==> config.mk <==
export PLATFORM = sky130hd
export DESIGN_NAME = alu_div_unit_flat
export DESIGN_NICKNAME = d
export VERILOG_FILES = /design/src/rtl/alu_div_unit_pkg.sv /design/src/rtl/alu_div_unit_if.sv /design/src/rtl/alu_div_step.sv /design/src/rtl/alu_div_unit.sv /design/src/flat_wrapper.sv
export SDC_FILE = /design/constraint.sdc
export NUM_CORES = 1
export LEC_CHECK = 0
export ABC_CLOCK_PERIOD_IN_PS = 16680
export BUFFER_PORTS_ARGS = -buffer_cell sky130_fd_sc_hd__buf_2
export CORE_AREA = 2 2 215 217
export DETAILED_ROUTE_END_ITERATION = 16
export DIE_AREA = 0 0 217 219
export GPL_TIMING_DRIVEN = 0
export PLACE_DENSITY = 0.83
export SLEW_MARGIN = 20
export SYNTH_ARGS = -nofsm -noshare
export SYNTH_HDL_FRONTEND = slang
export SYNTH_SLANG_ARGS = --single-unit
export TNS_END_PERCENT = 30
==> constraint.sdc <==
create_clock -name clk -period 16.68 [get_ports clk]
set_clock_uncertainty 0.05 [all_clocks]
set_input_delay 2.502 -clock clk [delete_from_list [all_inputs] [get_ports clk]]
set_output_delay 2.502 -clock clk [all_outputs]
set_load 0.02 [all_outputs]
==> src/rtl/alu_div_unit_pkg.sv <==
// Shared ALU definitions for the divide unit and its neighbours.
//   - ALU select encodings driven by the ALU-control decoder
//   - divide/remainder control codes
//   - divide FSM state encodings
package alu_pkg;

  // ALU select encodings (decoder output). Operands reach the divide unit
  // only while the decoder drives SEL_DIV.
  localparam logic [2:0] SEL_ADD   = 3'b000;
  localparam logic [2:0] SEL_SUB   = 3'b001;
  localparam logic [2:0] SEL_DIV   = 3'b010;
  localparam logic [2:0] SEL_MUL   = 3'b011;
  localparam logic [2:0] SEL_LOGIC = 3'b100;
  localparam logic [2:0] SEL_SHIFT = 3'b101;

  // Divide control codes: bit0 = unsigned, bit1 = want remainder.
  typedef enum logic [1:0] {
    DIV  = 2'b00,
    DIVU = 2'b01,
    REM  = 2'b10,
    REMU = 2'b11
  } div_op_e;

  // Divide FSM states.
  localparam logic [1:0] IDLE = 2'd0;
  localparam logic [1:0] BUSY = 2'd1;
  localparam logic [1:0] DONE = 2'd2;

endpackage

==> src/rtl/alu_div_unit_if.sv <==
// Handshake/data bundle between the ALU pipeline and the divide unit.
//   master : pipeline side (drives operands, control, flush, out_ready)
//   slave  : divide unit   (drives in_ready, out_valid, result)
interface alu_div_unit_if #(
  parameter int DATA_WIDTH        = 64,
  parameter int ALU_CONTROL_WIDTH = 2
);
  logic                         in_valid;
  logic                         in_ready;
  logic [ALU_CONTROL_WIDTH-1:0] control;
  logic [DATA_WIDTH-1:0]        op_a;
  logic [DATA_WIDTH-1:0]        op_b;
  logic                         flush;
  logic                         out_valid;
  logic                         out_ready;
  logic [DATA_WIDTH-1:0]        result;

  modport master (
    output in_valid, control, op_a, op_b, flush, out_ready,
    input  in_ready, out_valid, result
  );

  modport slave (
    input  in_valid, control, op_a, op_b, flush, out_ready,
    output in_ready, out_valid, result
  );
endinterface

==> src/rtl/alu_div_step.sv <==
// One radix-2 restoring divide iteration (combinational).
//   rem      : partial remainder (always < divisor on entry)
//   quo      : dividend bits still to consume, quotient bits shifting in
//   divisor  : magnitude of the divisor
//   rem_nx   : partial remainder after this step
//   quo_nx   : quotient/dividend register after this step
module alu_div_step #(
  parameter int DATA_WIDTH = 64
) (
  input  logic [DATA_WIDTH-1:0] rem,
  input  logic [DATA_WIDTH-1:0] quo,
  input  logic [DATA_WIDTH-1:0] divisor,
  output logic [DATA_WIDTH-1:0] rem_nx,
  output logic [DATA_WIDTH-1:0] quo_nx
);
  // Shifted remainder needs one extra bit: rem < divisor, so 2*rem+1 can
  // exceed DATA_WIDTH bits when the divisor's MSB is set.
  logic [DATA_WIDTH:0] rem_sh;
  logic [DATA_WIDTH:0] diff;

  always_comb begin
    rem_sh = {rem, quo[DATA_WIDTH-1]};
    diff   = rem_sh - {1'b0, divisor};
    if (!diff[DATA_WIDTH]) begin
      rem_nx = diff[DATA_WIDTH-1:0];
      quo_nx = {quo[DATA_WIDTH-2:0], 1'b1};
    end else begin
      rem_nx = rem_sh[DATA_WIDTH-1:0];
      quo_nx = {quo[DATA_WIDTH-2:0], 1'b0};
    end
  end
endmodule

==> src/rtl/alu_div_unit.sv <==
// Multi-cycle integer divide/remainder unit (div, divu, rem, remu).
// Radix-2 restoring iteration, one quotient bit per cycle, on operand
// magnitudes; signs are reapplied on the last iteration.
//   clk, rst_n : clock, async active-low reset
//   bus        : slave side of alu_div_unit_if
//                in_valid/in_ready + control/op_a/op_b : request
//                out_valid/out_ready + result          : response
//                flush                                 : abort in-flight op
module alu_div_unit
  import alu_pkg::*;
#(
  parameter int DATA_WIDTH        = 64,
  parameter int ALU_CONTROL_WIDTH = 2,
  parameter int CNT_WIDTH         = 7
) (
  input  logic          clk,
  input  logic          rst_n,
  alu_div_unit_if.slave bus
);
  localparam logic [DATA_WIDTH-1:0] MIN_VAL = {1'b1, {(DATA_WIDTH-1){1'b0}}};

  logic [1:0]            state;
  logic [CNT_WIDTH-1:0]  cnt;
  logic [DATA_WIDTH-1:0] rem_q, quo_q, dvsr_q, result_q;
  logic                  want_rem_q, neg_q_q, neg_r_q;

  // Accept-side decode
  logic                  is_signed, sign_a, sign_b, div0, ovf;
  logic [DATA_WIDTH-1:0] abs_a, abs_b;

  // Iteration datapath
  logic [DATA_WIDTH-1:0] rem_nx, quo_nx, q_fix, r_fix;

  assign bus.in_ready  = (state == IDLE);
  assign bus.out_valid = (state == DONE);
  assign bus.result    = result_q;

  always_comb begin
    is_signed = ~bus.control[0];
    sign_a    = is_signed & bus.op_a[DATA_WIDTH-1];
    sign_b    = is_signed & bus.op_b[DATA_WIDTH-1];
    abs_a     = sign_a ? -bus.op_a : bus.op_a;
    abs_b     = sign_b ? -bus.op_b : bus.op_b;
    div0      = (bus.op_b == '0);
    // MIN / -1 would overflow the magnitude path; resolve it directly.
    ovf       = is_signed && (bus.op_a == MIN_VAL) && (bus.op_b == '1);
  end

  alu_div_step #(.DATA_WIDTH(DATA_WIDTH)) u_step (
    .rem     (rem_q),
    .quo     (quo_q),
    .divisor (dvsr_q),
    .rem_nx  (rem_nx),
    .quo_nx  (quo_nx)
  );

  // Sign fixup on the final step's outputs (flags are 0 for unsigned ops).
  always_comb begin
    q_fix = neg_q_q ? -quo_nx : quo_nx;
    r_fix = neg_r_q ? -rem_nx : rem_nx;
  end

  always_ff @(posedge clk or negedge rst_n) begin
    if (!rst_n) begin
      state      <= IDLE;
      cnt        <= '0;
      rem_q      <= '0;
      quo_q      <= '0;
      dvsr_q     <= '0;
      result_q   <= '0;
      want_rem_q <= 1'b0;
      neg_q_q    <= 1'b0;
      neg_r_q    <= 1'b0;
    end else if (bus.flush) begin
      // Abort wins over accept and over the output handshake.
      state <= IDLE;
    end else begin
      case (state)
        IDLE: begin
          if (bus.in_valid) begin
            want_rem_q <= bus.control[1];
            if (div0) begin
              result_q <= bus.control[1] ? bus.op_a : '1;
              state    <= DONE;
            end else if (ovf) begin
              result_q <= bus.control[1] ? '0 : bus.op_a;
              state    <= DONE;
            end else begin
              rem_q   <= '0;
              quo_q   <= abs_a;
              dvsr_q  <= abs_b;
              neg_q_q <= sign_a ^ sign_b;
              neg_r_q <= sign_a;
              cnt     <= CNT_WIDTH'(DATA_WIDTH);
              state   <= BUSY;
            end
          end
        end
        BUSY: begin
          rem_q <= rem_nx;
          quo_q <= quo_nx;
          cnt   <= cnt - 1'b1;
          if (cnt == CNT_WIDTH'(1)) begin
            result_q <= want_rem_q ? r_fix : q_fix;
            state    <= DONE;
          end
        end
        DONE: begin
          // Return to IDLE only; in_ready reopens the cycle after.
          if (bus.out_ready) state <= IDLE;
        end
        default: state <= IDLE;
      endcase
    end
  end
endmodule

==> src/flat_wrapper.sv <==
// flat-port wrapper written by rule: the top's interface ports become plain ports
module alu_div_unit_flat import alu_pkg::*;
#(
  parameter int DATA_WIDTH        = 64,
  parameter int ALU_CONTROL_WIDTH = 2,
  parameter int CNT_WIDTH         = 7
)
  (clk, rst_n, bus_in_valid, bus_control, bus_op_a, bus_op_b, bus_flush, bus_out_ready, bus_in_ready, bus_out_valid, bus_result);
  alu_div_unit_if #(.DATA_WIDTH(DATA_WIDTH), .ALU_CONTROL_WIDTH(ALU_CONTROL_WIDTH)) bus_i ();
  input  logic clk;
  input  logic rst_n;
  input wire logic [$bits(bus_i.in_valid)-1:0] bus_in_valid;
  input wire logic [$bits(bus_i.control)-1:0] bus_control;
  input wire logic [$bits(bus_i.op_a)-1:0] bus_op_a;
  input wire logic [$bits(bus_i.op_b)-1:0] bus_op_b;
  input wire logic [$bits(bus_i.flush)-1:0] bus_flush;
  input wire logic [$bits(bus_i.out_ready)-1:0] bus_out_ready;
  output wire logic [$bits(bus_i.in_ready)-1:0] bus_in_ready;
  output wire logic [$bits(bus_i.out_valid)-1:0] bus_out_valid;
  output wire logic [$bits(bus_i.result)-1:0] bus_result;
  assign bus_i.in_valid = bus_in_valid;
  assign bus_i.control = bus_control;
  assign bus_i.op_a = bus_op_a;
  assign bus_i.op_b = bus_op_b;
  assign bus_i.flush = bus_flush;
  assign bus_i.out_ready = bus_out_ready;
  assign bus_in_ready = bus_i.in_ready;
  assign bus_out_valid = bus_i.out_valid;
  assign bus_result = bus_i.result;
  alu_div_unit #(.DATA_WIDTH(DATA_WIDTH), .ALU_CONTROL_WIDTH(ALU_CONTROL_WIDTH), .CNT_WIDTH(CNT_WIDTH)) u_core (.clk(clk), .rst_n(rst_n), .bus(bus_i));
endmodule
* Word-level counts from Yosys, hierarchy flattened
Cells that the tools add are included.
** Word-level totals
- Input port bits :: 135
- ROM bits :: 0
- Memories kept :: 0
- Memory bits (writable) :: 0
- Output and inout bits :: 66
- Register bits :: 268
- Latch bits :: 0
- Word-level logic and storage cells :: 78
** Cells by class
- Eq/ne operators :: 13
- $mul :: 0
- Shift-type cells :: 0
- Bitwise gates (word level) :: 7
- Muxes and demuxes :: 33
- Div/mod/pow operators :: 0
- Reduce and logical (&&, ||, !) cells :: 10
- Order comparisons :: 0
- Add/subtract/negate cells :: 6
** Operators by type and width (count)
- $mux 64 :: 18
- $pmux 64 s2 :: 3
- $neg 64->64 :: 4
- $eq 64x64->1 const B :: 2
- $sub 65x64->65 :: 1
- $logic_not 64->1 :: 1
- $mux 7 :: 3
- $reduce_and 5->1 :: 3
- $pmux 7 s2 :: 1
- $mux 2 :: 6
- $eq 7x1->1 const B :: 1
- $sub 7x1->7 const B :: 1
- $ne 2x2->1 const B :: 3
- $ne 3x3->1 const B :: 2
- $pmux 2 s3 :: 1
- $reduce_and 3->1 :: 2
- $not 1->1 :: 4
- $ne 3x1->1 const B :: 1
- $ne 3x2->1 const B :: 1
- $and 1x1->1 :: 2
- $eq 2x1->1 const B :: 1
- $eq 2x2->1 const B :: 1
- $logic_and 1x1->1 :: 2
- $logic_not 2->1 :: 1
- other kinds (4) :: 4

* Depth between registers and ports, before layout
- Word-level depth :: 8
- Mapped depth :: 29
- Gate-level depth less buffers :: 25

* Hierarchy
A second synthesis with hierarchy kept.
** Unflattened totals
- Cell total of the unflattened synthesis :: 3120
- Area total of the unflattened synthesis :: 23243.5 um2
** By module, submodules not included
- alu_div_unit :: area an instance 18044.8 um2, cells an instance 2262, instances 1, seq. area each 6706.4 um2
- alu_div_step :: area an instance 5198.7 um2, cells an instance 858, instances 1, seq. area each 0.0 um2

* Worst setup path after synthesis
OpenSTA, ideal clock, no wires.
- Path kind :: input to register
- From :: input port bus_op_b[16]
- To :: register u_core.result_q[47] (netlist: u_core.bus.result[47])
- Path buffers :: 3
- Slack :: 10411 ps
- Stages on the path :: 14
- Library setup time :: 136 ps
- Data required time :: 16494 ps
- Arrival :: 6084 ps
- Cell sequence :: or4_1 -> nor3_2 -> nor4b_4 -> nand3_1 -> or3_1 -> or4_1 -> buf_2 -> nor4_4 -> a31oi_2 -> a2111o_1 -> buf_2 -> buf_4 -> a221oi_1 -> o21ai_0
** Between the ends
- Cells in the longest elaborated chain, start to end :: 4
- Elaborated cells between the ends (all ways) :: 8
- Classes of those cells :: eq/ne (2); mux (3); reduce/logical (3)
** RTL lines
- start, declared :: line flat_wrapper.sv:15 : input wire logic [$bits(bus_i.op_b)-1:0] bus_op_b;
- $eq 64x64->1 or $logic_not 64->1 (tied branches) :: line alu_div_unit.sv:46, alu_div_unit.sv:44
- $logic_and 1x1->1 or $mux 64 (tied branches) :: line alu_div_unit.sv:46, alu_div_unit.sv:82
- $ne 3x1->1 (no line) or $mux 64 (tied branches)
- $reduce_and 5->1 (no line) or $pmux 64 s2 (tied branches)
- end signal, assigned :: line alu_div_unit.sv:83 : result_q <= bus.control[1] ? bus.op_a : '1;
- end signal, assigned :: line alu_div_unit.sv:86 : result_q <= bus.control[1] ? '0 : bus.op_a;
- end signal, assigned :: line alu_div_unit.sv:104 : result_q <= want_rem_q ? r_fix : q_fix;
- end, declared :: line alu_div_unit.sv:24 : logic [DATA_WIDTH-1:0] rem_q, quo_q, dvsr_q, result_q;
Parallel ways exist; a longest one is shown, timed or not. The select of a mux whose other input is x is not followed.
A chain may end at the register's enable or synchronous reset.

* Worst setup path in the final report
- From :: register u_core.rem_q[18]
- To :: register u_core.result_q[60] (netlist: u_core.bus.result[60])
** Between the ends
- Cells in the longest elaborated chain, start to end :: 7
- Elaborated cells between the ends (all ways) :: 10
- Classes of those cells :: add/sub (3); mux (7)
** RTL lines
- start, declared :: line alu_div_unit.sv:24
- start signal, assigned :: line alu_div_unit.sv:100 : rem_q <= rem_nx;
- $sub 65x64->65 :: line alu_div_step.sv:23 : diff = rem_sh - {1'b0, divisor};
- $mux 1 or $mux 64 (tied branches) :: line alu_div_step.sv:24 : if (!diff[DATA_WIDTH]) begin
- $neg 64->64 (on tied branches) :: line alu_div_unit.sv:59, alu_div_unit.sv:60
- $mux 64 (on tied branches) :: line alu_div_unit.sv:59, alu_div_unit.sv:60
- $mux 64 * :: line alu_div_unit.sv:104
- $mux 64 * :: line alu_div_unit.sv:103 : if (cnt == CNT_WIDTH'(1)) begin
- $pmux 64 s2 * :: line alu_div_unit.sv:78 : case (state)
Every way passes the cells marked *; elsewhere a longest branch is shown, timed or not. The select of a mux whose other input is x is not followed.

==> flow_summary.toml <==
[clock_tree]
clk_pin_slew_worst_paths_ns = 0.06
clock_path_buffers = 3
post_cts_resized = 0
insertion_delay_ns = 0.61
clock-sinks = 268
h-tree-depth = 1
cts_tree = "built"
postCtsSetupBuffers = 0
hold_buffers = 0
clock-root-buffer = "clkbuf_16"
cts_inserted_buffers = 30

[logic_synthesis]
synth_top_area_share = 0.274
synth.cell_area_mm2 = 0.0245
yosysSeqAreaShare = 0.274
yosysTopAreaCell = "dfrtp_1"
synth_edf_count = 0
synthArstFlopShare = 1.00
synth.distinct_cells = 89
syn_inst = 3186
syn-num-nets = 3393
syn_area_per_cell_um2 = 7.69
synthFlopType = "dfrtp_1"
yosys_warnings = 0
ys_top_cells_by_area = "dfrtp_1 27%, nor2_1 5.8%, xnor2_1 5.4%"
ys_ff_latch = 268

[route]
postRouteAntennaNets = 0
first_pass_iters = 10
drc = 0
via_per_inst = 6.84
drt-initial-drc-count = 3902
vias = 27647
routed_wirelength_um = 101000
wire_per_inst_um = 25.1

[layout]
finalNetCount = 3628
diodes = 0
postLayoutCoreUtil = 0.608
drive_gt1_frac = 0.104
syn_to_final_growth_pct = 11.9

[floorplan]
die_w_um = 217
rows = 78
start_util = 0.543
die_h_um = 219
die-area_mm2 = 0.0475
coreArea_mm2 = 0.0451
io_pins = 201

[critical_path]
startpoint_type = "flop"
cp-end-kind = "flop"
required_ns = 17.10
cp_max_fo = 10
rr_startpoint = "u_core.rem_q[18]$_DFFE_PN0P_"
critical_path_class = "reg -> reg"
reg2reg_slack_ns = 7.43
crit_top_cell = "buf_4"
slowest_delay_ns = 1.01
rr_endpoint = "u_core.bus.result[60]$_DFFE_PN0P_"
slowest_stage = "a21oi_1"
crit_arrival_ns = 9.67
r2r_cells = 25

[timing]
fmax_mhz = 108
setup-tns-final_ns = 0
rsz0062_at_grt = "false"
worstMarginPinSlew_ns = 1.18
hold_viol_final = 0
drv_slew = 0
period_share = 0.554
min_period_ns = 9.25
setup_violations = 0
slew_headroom = 0.212

[power]
fin_total_pwr_mw = 3.11
power.density_mw_per_mm2 = 113
leakagePower_nw = 11.4
ir_drop_v = 0.000125

[hold_path]
worstHoldStart = "u_core.dvsr_q[55]$_DFFE_PN0P_"
hold_path_depth = 2
hold_end = "u_core.dvsr_q[55]$_DFFE_PN0P_"
hold_class = "reg -> reg"

[global_routing]
grt_max_degree = 82
grt_pass1_wl_um = 150000
antenna_found_initial = 1
grt_pass1_vias = 25701
grtUsageTotal = 0.414
grt_remaining_overflow = 0

[outcome]
status = "completed"

[placement]
place.gp.congestion = 1.04
portBuffers = 196
hpwl_um = 80000

[flow_run]
cap_violations = 0
layout make-up:
class | instances | area (um2)
clock buffers | 43 | 860
plain buffers | 202 | 878
well taps | 600 | 751
clock inverters | 11 | 150
flip-flops and latches | 268 | 6710
multi-input cells | 2614 | 16600
fillers | 4243 | 17700
inverters | 102 | 383
repair buffers | 203 | 1110
state kept, by name, summed over array words and instances, names as in the netlist:
signal             cells
u_core.bus.result     64
u_core.cnt             7
u_core.dvsr_q         64
u_core.neg_q_q         1
u_core.neg_r_q         1
u_core.quo_q          64
u_core.rem_q          64
u_core.state           2
u_core.want_rem_q      1
layer usage:
metal / vias up / share of wire / track usage
li1: 12166 / - / -
met1: 13014 / 0.39 / 0.554
met2: 2023 / 0.41 / 0.607
met3: 444 / 0.12 / 0.0965
met4: 0 / 0.074 / 0.246
met5: - / 0 / 0
critical path, delay by kind of cell, from the launching register on:
| family | cells | cell delay (ns) |
|---|---|---|
| xor gates and xnor gates | 1 | 0.15 |
| buffers and inverters | 7 | 2.17 |
| adders and majority gates | 2 | 0.71 |
| and+or+nand+nor | 9 | 3.07 |
| DFF | 1 | 0.47 |
| AOI/OAI and AO/OA | 6 | 2.46 |
cell usage after synthesis, types with 9 or more instances:
library cell,count
and3_1,21
o41ai_1,26
buf_1,13
ha_1,71
a21o_1,32
a22o_1,9
xnor2_1,152
a221oi_1,14
nand4_1,56
o21a_1,12
o21ai_1,22
nand2_1,322
nor4_1,41
o221ai_1,13
dfrtp_1,268
nor2_1,377
o211ai_1,27
o22ai_1,13
nor3_1,92
a211o_1,11
or3_1,57
nand2b_1,27
o21bai_1,13
maj3_1,49
a221o_1,59
a211oi_1,39
a31oi_1,34
a22oi_1,19
clkbuf_1,133
buf_4,15
xor2_1,119
or4_1,29
buf_2,39
and2_1,25
o21ai_0,246
mux2i_1,57
a21oi_1,248
nand3_1,40
or2_2,16
nor2b_1,18
o31ai_1,72
inv_1,101
how the worst max path moves through the flow:
| stage | start | end | slack [ns] | cells past startpoint |
|---|---|---|---|---|
| 2_1_floorplan | bus_op_b[16] | u_core.bus.result[47]$_DFFE_PN0P_ | 10.41 | 14 |
| 3_3_place_gp | rst_n | u_core.dvsr_q[3]$_DFFE_PN0P_ | 8.08 | 1 |
| 3_5_place_dp | u_core.rem_q[18]$_DFFE_PN0P_ | u_core.bus.result[60]$_DFFE_PN0P_ | 8.14 | 25 |
| 4_1_cts | u_core.rem_q[18]$_DFFE_PN0P_ | u_core.bus.result[60]$_DFFE_PN0P_ | 8.00 | 25 |
| 5_1_grt | u_core.rem_q[18]$_DFFE_PN0P_ | u_core.bus.result[60]$_DFFE_PN0P_ | 7.42 | 25 |
| 6_report | u_core.rem_q[18]$_DFFE_PN0P_ | u_core.bus.result[60]$_DFFE_PN0P_ | 7.43 | 25 |
where the power goes:
| part | total [mW] | switching (mW) | leakage (nW) | internal, mW |
|---|---|---|---|---|
| sequential | 0.989 | 0.165 | 3.37 | 0.824 |
| clock | 0.700 | 0.297 | 0.490 | 0.403 |
| combinational | 1.42 | 0.933 | 7.51 | 0.487 |
| total | 3.11 | 1.39 | 11.4 | 1.71 |
metrics by stage:
step                      cells  hold WS [ns]  setup slack, ns  area (um2)
after detailed placement   3989         0.409             8.14       26400
after CTS                  4043         0.433             8.00       27400
after global routing       4043         0.453             7.42       27400
after global placement     3982         0.411             8.08       26200
final                      4043         0.428             7.43       27400
after floorplan            3186         0.400            10.41       24500
cells in the final DEF, fill, tap and decap left out, types with 40 or more instances in the layout:
master	Yosys	routed
a21oi_1	248	248
mux2i_1	57	57
o21ai_0	246	246
xnor2_1	152	152
nand2_1	322	322
a221o_1	59	59
ha_1	71	71
nor2_1	377	377
nand3_1	40	40
maj3_1	49	49
or3_1	57	57
dfrtp_1	268	268
clkbuf_1	133	140
nor3_1	92	91
o31ai_1	72	72
buf_2	39	234
nand4_1	56	56
inv_1	101	101
xor2_1	119	119
kinds of logic after synthesis:
kind of cell,share of synthesized area
fa+ha+maj,0.0571
mux,0.0260
flops,0.274
xor+xnor,0.0969
compound gates,0.269
buf+inv,0.0515
simple gates,0.226
No activity file was read; power rests on OpenSTA's default activity.
